### config.mk
export PLATFORM = sky130hd
export DESIGN_NAME = wrapper_sequencer_flat
export DESIGN_NICKNAME = d
export VERILOG_FILES = /design/src/rtl/wrapper_sequencer_if.sv /design/src/rtl/wrapper_sequencer.sv /design/src/flat_wrapper.sv
export SDC_FILE = /design/constraint.sdc
export NUM_CORES = 1
export LEC_CHECK = 0
export CORE_MARGIN = 8
export CORE_UTILIZATION = 25
export DETAILED_ROUTE_END_ITERATION = 7
export GPL_ROUTABILITY_DRIVEN = 0
export GPL_TIMING_DRIVEN = 0
export PLACE_DENSITY = 0.52
export SYNTH_ARGS = -nofsm -noshare
export SYNTH_HDL_FRONTEND = slang
export SYNTH_SLANG_ARGS = --single-unit
### constraint.sdc
create_clock -name clk -period 2.3 [get_ports clk]
set_clock_uncertainty 0.2 [all_clocks]
set_input_delay 0.345 -clock clk [delete_from_list [all_inputs] [get_ports clk]]
set_output_delay 0.345 -clock clk [all_outputs]
set_load 0.02 [all_outputs]
### src/rtl/wrapper_sequencer_if.sv
// Handshake bundle between the wrapper sequencer and its datapath/engine/FIFO environment.
// master is the sequencer side; slave is the environment that drives requests and status.
interface wrapper_sequencer_if #(
   parameter int ITER_W = 2
);
   logic              start;
   logic              eng_done;
   logic              full;
   logic              ld;
   logic              ui_ld;
   logic              eng_start;
   logic              wrreq;
   logic              sh_en;
   logic              busy;
   logic              done;
   logic              err;
   logic [ITER_W-1:0] iter_cnt;

   modport master (
      input  start, eng_done, full,
      output ld, ui_ld, eng_start, wrreq, sh_en, busy, done, err, iter_cnt
   );

   modport slave (
      output start, eng_done, full,
      input  ld, ui_ld, eng_start, wrreq, sh_en, busy, done, err, iter_cnt
   );
endinterface

### src/rtl/wrapper_sequencer.sv
// Control FSM for the exponential wrapper: per request, runs the engine N_ITER times,
// shifting the operand between runs and pushing each result into the FIFO; a watchdog aborts hung runs.
module wrapper_sequencer #(
   parameter int N_ITER      = 4,
   parameter int ITER_W      = 2,
   parameter int ENG_TIMEOUT = 255,
   parameter int TMR_W       = 8
) (
   input  logic                clk,
   input  logic                rst,
   wrapper_sequencer_if.master bus
);

   localparam logic [2:0] IDLE  = 3'd0;
   localparam logic [2:0] LOAD  = 3'd1;
   localparam logic [2:0] START = 3'd2;
   localparam logic [2:0] WAIT  = 3'd3;
   localparam logic [2:0] WRITE = 3'd4;
   localparam logic [2:0] SHIFT = 3'd5;
   localparam logic [2:0] FIN   = 3'd6;
   localparam logic [2:0] ERR   = 3'd7;

   localparam logic [ITER_W-1:0] LAST_ITER = ITER_W'(N_ITER - 1);
   localparam logic [TMR_W-1:0]  TMR_LAST  = TMR_W'(ENG_TIMEOUT - 1);

   logic [2:0]        state;
   logic [ITER_W-1:0] iter_cnt;
   logic [TMR_W-1:0]  timer;
   logic              err;

   always_ff @(posedge clk) begin
      if (!rst) begin
         state    <= IDLE;
         iter_cnt <= '0;
         timer    <= '0;
         err      <= 1'b0;
      end else begin
         case (state)
            IDLE: begin
               if (bus.start) state <= LOAD;
            end
            LOAD: begin
               iter_cnt <= '0;
               err      <= 1'b0;
               state    <= START;
            end
            START: begin
               timer <= '0;
               state <= WAIT;
            end
            // A completion arriving on the final watchdog cycle still counts as success.
            WAIT: begin
               if (bus.eng_done) begin
                  state <= WRITE;
               end else if (timer == TMR_LAST) begin
                  state <= ERR;
                  err   <= 1'b1;
               end else begin
                  timer <= timer + TMR_W'(1);
               end
            end
            WRITE: begin
               if (!bus.full) state <= (iter_cnt == LAST_ITER) ? FIN : SHIFT;
            end
            SHIFT: begin
               iter_cnt <= iter_cnt + ITER_W'(1);
               state    <= START;
            end
            FIN: begin
               state <= IDLE;
            end
            ERR: begin
               if (bus.start) begin
                  state <= LOAD;
                  err   <= 1'b0;
               end
            end
         endcase
      end
   end

   assign bus.ld        = (state == LOAD);
   assign bus.ui_ld     = (state == LOAD);
   assign bus.eng_start = (state == START);
   assign bus.wrreq     = (state == WRITE) && !bus.full;
   assign bus.sh_en     = (state == SHIFT);
   assign bus.busy      = (state != IDLE) && (state != ERR);
   assign bus.done      = (state == FIN);
   assign bus.err       = err;
   assign bus.iter_cnt  = iter_cnt;

endmodule

### src/flat_wrapper.sv
// flat-port wrapper written by rule: the top's interface ports become plain ports
module wrapper_sequencer_flat 
#(
   parameter int N_ITER      = 4,
   parameter int ITER_W      = 2,
   parameter int ENG_TIMEOUT = 255,
   parameter int TMR_W       = 8
)
  (clk, rst, bus_start, bus_eng_done, bus_full, bus_ld, bus_ui_ld, bus_eng_start, bus_wrreq, bus_sh_en, bus_busy, bus_done, bus_err, bus_iter_cnt);
  wrapper_sequencer_if #(.ITER_W(ITER_W)) bus_i ();
  input  logic clk;
  input  logic rst;
  input wire logic [$bits(bus_i.start)-1:0] bus_start;
  input wire logic [$bits(bus_i.eng_done)-1:0] bus_eng_done;
  input wire logic [$bits(bus_i.full)-1:0] bus_full;
  output wire logic [$bits(bus_i.ld)-1:0] bus_ld;
  output wire logic [$bits(bus_i.ui_ld)-1:0] bus_ui_ld;
  output wire logic [$bits(bus_i.eng_start)-1:0] bus_eng_start;
  output wire logic [$bits(bus_i.wrreq)-1:0] bus_wrreq;
  output wire logic [$bits(bus_i.sh_en)-1:0] bus_sh_en;
  output wire logic [$bits(bus_i.busy)-1:0] bus_busy;
  output wire logic [$bits(bus_i.done)-1:0] bus_done;
  output wire logic [$bits(bus_i.err)-1:0] bus_err;
  output wire logic [$bits(bus_i.iter_cnt)-1:0] bus_iter_cnt;
  assign bus_i.start = bus_start;
  assign bus_i.eng_done = bus_eng_done;
  assign bus_i.full = bus_full;
  assign bus_ld = bus_i.ld;
  assign bus_ui_ld = bus_i.ui_ld;
  assign bus_eng_start = bus_i.eng_start;
  assign bus_wrreq = bus_i.wrreq;
  assign bus_sh_en = bus_i.sh_en;
  assign bus_busy = bus_i.busy;
  assign bus_done = bus_i.done;
  assign bus_err = bus_i.err;
  assign bus_iter_cnt = bus_i.iter_cnt;
  wrapper_sequencer #(.N_ITER(N_ITER), .ITER_W(ITER_W), .ENG_TIMEOUT(ENG_TIMEOUT), .TMR_W(TMR_W)) u_core (.clk(clk), .rst(rst), .bus(bus_i));
endmodule
# ---- After elaboration in Yosys (flattened, before gate mapping)
# Cells that the tools add are included.
dict set report op_classes {
  add_sub_neg 2
  n_eq_ne 17
  muxes 14
  n_reduce_logical 13
}
# cell count
set ops {}
lappend ops {{$pmux W3 S6} 1}
lappend ops {{$mux W8} 2}
lappend ops {{$pmux W8 S2} 1}
lappend ops {{$eq A3 B3 Y1 const B} 4}
lappend ops {{$mux W3} 4}
lappend ops {{$add A8 B1 Y8 const B} 1}
lappend ops {{$eq A8 B8 Y1 const B} 1}
lappend ops {{$ne A2 B2 Y1 const B} 4}
lappend ops {{$eq A3 B2 Y1 const B} 2}
lappend ops {{$reduce_and A3 Y1} 2}
lappend ops {{$reduce_bool A3 Y1} 2}
lappend ops {{$ne A2 B1 Y1 const B} 2}
lappend ops {{$pmux W2 S2} 1}
lappend ops {{$reduce_and A4 Y1} 1}
lappend ops {{$reduce_bool A2 Y1} 2}
lappend ops {{$reduce_or A2 Y1} 2}
lappend ops {{$eq A3 B1 Y1 const B} 1}
lappend ops {{$logic_not A3 Y1} 1}
lappend ops {{$mux W1} 3}
lappend ops {{$ne A3 B2 Y1 const B} 1}
lappend ops {{$ne A3 B3 Y1 const B} 1}
lappend ops {{$pmux W1 S3} 1}
lappend ops {{$add A2 B1 Y2 const B} 1}
lappend ops {{$eq A2 B2 Y1 const B} 1}
lappend ops {{3 further kinds} 4}
dict set report totals {
  reg_bits 14
  input_bits 5
  out_inout_bits 10
  wordCells 50
}

# ---- Logic depth before layout (Yosys ltp)
dict set report logic_depth {
  ltp_word 4
  depth_mapped 6
  mapped_depth_nobuf 6
}

# ---- Worst setup path before layout
# OpenSTA, ideal clock, no wires.
dict set report synth_timing {
  kind {reg-to-output}
  from {register u_core.state[1]}
  to {output port bus_wrreq}
  t_arrival_ns 1.358
  required_ns 1.755
  setup_slack_ns 0.397
  stages_incl_launch_ff 5
  path_buffers 2
  cell_sequence {dfxtp_1 > buf_4 > or2_2 > clkbuf_1 > nor3b_1}
}
dict set report synth_via {
  elab_chain_len 2
}
# item line
set synth_lines {}
lappend synth_lines {{start, declared} wrapper_sequencer.sv:26} ;# logic [2:0] state;
lappend synth_lines {{start signal, assigned} wrapper_sequencer.sv:63} ;# if (!bus.full) state <= (iter_cnt == LAST_ITER) ? FIN : SHIFT;
lappend synth_lines {{$eq A3 B3 Y1} wrapper_sequencer.sv:85} ;# assign bus.wrreq = (state == WRITE) && !bus.full;
lappend synth_lines {{$logic_and A1 B1 Y1} wrapper_sequencer.sv:85}
lappend synth_lines {{end, declared} flat_wrapper.sv:19} ;# output wire logic [$bits(bus_i.wrreq)-1:0] bus_wrreq;
# Every way passes these cells.

# ---- Worst setup path after layout
dict set report layout_timing {
  from {register u_core.state[1]}
  to {output port bus_busy}
}
dict set report layout_via {
  elab_chain_len 2
  elab_cells_between_ends 3
  classes_between {1 x eq/ne; 2 x reduce/logical}
}
# item line
set layout_lines {}
lappend layout_lines {{$ne A3 B3 Y1 or $reduce_bool A3 Y1 (tied branches)} wrapper_sequencer.sv:87} ;# assign bus.busy = (state != IDLE) && (state != ERR);
lappend layout_lines {{$logic_and A1 B1 Y1 (*)} wrapper_sequencer.sv:87}
lappend layout_lines {{end, declared} flat_wrapper.sv:21} ;# output wire logic [$bits(bus_i.busy)-1:0] bus_busy;
# Mark *: on every way between the ends. The rest lies on a longest branch, timed or not.

==> flow_metrics.tcl <==
set metrics [dict create \
    synth_seq_cells 14 \
    path_delay_family "buffers and inverters" \
    hold_path_depth 2 \
    yosys_warnings 0 \
    grt_usage 0.08173 \
    async_flop_share 0 \
    arrival_ps 1680 \
    min_period_ps 2226 \
    crit_chain "buf_4, or2_2, clkbuf_1, o21a_1, dlygate4sd2_1" \
    end_kind "primary output" \
    internal_power_mw 0.4337 \
    maxSlewViolCount 0 \
    p_seq_frac 0.381 \
    fillers 387 \
    cp_slowest_cell "dfxtp_1" \
    drtAntennaViolNets 0 \
    cts_made_buffers 3 \
    design_area_mm2 0.001064 \
    power_leakage_nw 0.4546 \
    crit_buf_inv 3 \
    cts_resized 8 \
    yosysUniqueCellTypes 39 \
    fin_setup_tns_ps 0 \
    grt_setup_unrepaired "false" \
    grt_pass1_wl_mm 3.615 \
    cts_sinks 14 \
    ff2ff_path_depth 6 \
    nets 133 \
    dpl-instance-area_mm2 0.001052 \
    synth_top_area_cell "dfxtp_1" \
    wl_per_cell_um 12.28 \
    vdd_drop_max_uv 286.1 \
    ios 15 \
    clockBufferDepth 2 \
    dp_hpwl_mm 1.566 \
    grt_overflow 0 \
    max_freq_mhz 449.2 \
    holdBufCountCts 0 \
    cap_violations 0 \
    cellPowerDensity_mw_per_mm2 652.0 \
    vias 812 \
    firstDrtPassIters 4 \
    syn2layout_area_growth_pct 24.45 \
    max_stage_delay_ps 310 \
    post_cts_buffers 0 \
    grt_pass1_vias 790 \
    clock_latency_ps 280 \
    seq_area_um2 280.3 \
    finalSetupViolCount 0 \
    antenna_found_initial 0 \
    io_buffers 14 \
    p_clk_frac 0.206 \
    min_path_type "flip-flop to flip-flop" \
    start_util 0.2581 \
    clk_pin_slew_ps 90 \
    coreArea_mm2 0.003311 \
    routed_wl_mm 2.075 \
    drc 0 \
    htree_levels 1 \
    period_share 0.9678 \
    switching_share 0.3745 \
    ys_seq_area_frac 0.3280 \
    cts_root_buf "clkbuf_4" \
    die_h_um 74.47 \
    p_sw_mw 0.2597 \
    path_max_fanout 10 \
    drive_gt1_frac 0.1545 \
    synth_top_area_share 0.3280 \
    hold_viol 0 \
    cts_tree "done" \
    synth_edf_count 0 \
    path_depth 5 \
    avgViaCountPerCell 4.805 \
    antenna_cells 0 \
    synthesis.instances 106 \
    drt-initial-drc-count 33 \
    multi_input_area_um2 496.7 \
    row_count 21 \
    status "finished, final reports clean" \
    p_comb_frac 0.413 \
    slew_headroom 0.7391 \
    synth_nets 114 \
    synth.area.top_cells "dfxtp_1 33%, nand2_1 5.3%, ha_1 4.4%, a21oi_1 4.1%, nand3_1 3.5%" \
    syn_area_um2 854.6 \
    critPathRequiredTime_ps 1750 \
    synth_ff_type "dfxtp_1" \
    avgSynthCellArea_um2 8.062 \
    critPathLaunchType "flip-flop" \
    die_w_um 74.47 \
    tightest_slew_ps 391.3 \
    dieArea_mm2 0.005545 \
    critical_path_class "flip-flop to primary output" \
    grt_max_degree 11 \
]
registers in the layout, indices dropped and copies added (netlist names):
register	cells
u_core.bus.iter_cnt	2
u_core.timer	8
u_core.bus.err	1
u_core.state	3
power by group through the flow:
stage	Sequential, mW	Combinational [mW]	Clock (mW)
finish	0.264	0.286	0.143
global placement	0.270	0.307	0
floorplan	0.269	0.207	0
detailed placement	0.270	0.308	0
global route	0.266	0.317	0.161
CTS	0.265	0.293	0.149
cell usage after synthesis (3+ instances only):
cell type	n
o21a_1	3
nand4_1	4
inv_1	5
and3_1	3
nand3_1	6
nor3b_1	4
a21oi_1	7
dfxtp_1	14
o21ai_0	5
ha_1	3
nand2_1	12
nor2_1	7
routing by layer:
| layer | share of wire | track usage |
|---|---|---|
| met5 | 0 | 0 |
| met4 | 0.0048 | 0.01304 |
| met3 | 0.066 | 0.03908 |
| met2 | 0.46 | 0.1326 |
| met1 | 0.47 | 0.09623 |
worst reg2reg max path: stages, from the launching register on:
cell and delay [ps]:
dfxtp_1 340, inv_1 80, ha_1 150, nand3_1 140
o21ai_2 330, nand2_1 180, a311oi_1 280
worst paths after layout:
| check | start | slack [ps] | endpoint |
|---|---|---|---|
| max | u_core.state[1] | 70 | bus_busy |
| min | u_core.bus.iter_cnt[1] | 290 | u_core.bus.iter_cnt[1] |
| max reg2reg | u_core.timer[0] | 510 | u_core.timer[3] |
| min reg2reg | u_core.bus.iter_cnt[1] | 290 | u_core.bus.iter_cnt[1] |
metrics by stage:
stage | total power [mW] | worst slack, ps | hold WS (ps) | util | std cells
2_1_floorplan | 0.4765 | 396.9 | 272.2 | - | 106
5_1_grt | 0.7452 | 4.085 | 316.2 | 0.3212 | 169
4_1_cts | 0.7065 | 3.359 | 297.9 | 0.3231 | 169
3_3_place_gp | 0.5763 | 44.72 | 268.7 | 0.3178 | 166
6_report | 0.6934 | 74.05 | 288.1 | 0.3212 | 169
3_5_place_dp | 0.5780 | 37.35 | 285.0 | 0.3178 | 166
placed cells by master (no fill, tap or decap), drive strengths merged, types with 2 or more instances in the layout:
cell,n
dfxtp,14
nand2,12
nor2,7
a21oi,7
clkdlybuf4s50,7
clkbuf,7
nand3,6
o21ai,6
inv,5
buf,5
nor3b,4
nand4,4
dlygate4sd2,4
and3,4
o21a,3
ha,3
o22ai,2
o221ai,2
nand4b,2
a21o,2
cell families after synthesis:
family | count (synthesis) | share of synthesized area
compound gates | 27 | 0.2123
xor+xnor | 1 | 0.01025
fa+ha+maj | 3 | 0.04393
buf+inv | 13 | 0.09077
flops | 14 | 0.3280
simple gates | 48 | 0.3148
final cells by class:
class / instances / share of cell area
Multi-Input combinational cell: 79 / 0.4671
Timing Repair Buffer: 14 / 0.1200
Sequential cell: 14 / 0.2635
Inverter: 5 / 0.01765
Clock buffer: 3 / 0.02118
Tap cell: 46 / 0.05412
Buffer: 8 / 0.05647
Note: power is estimated with default switching activity, not from simulation.
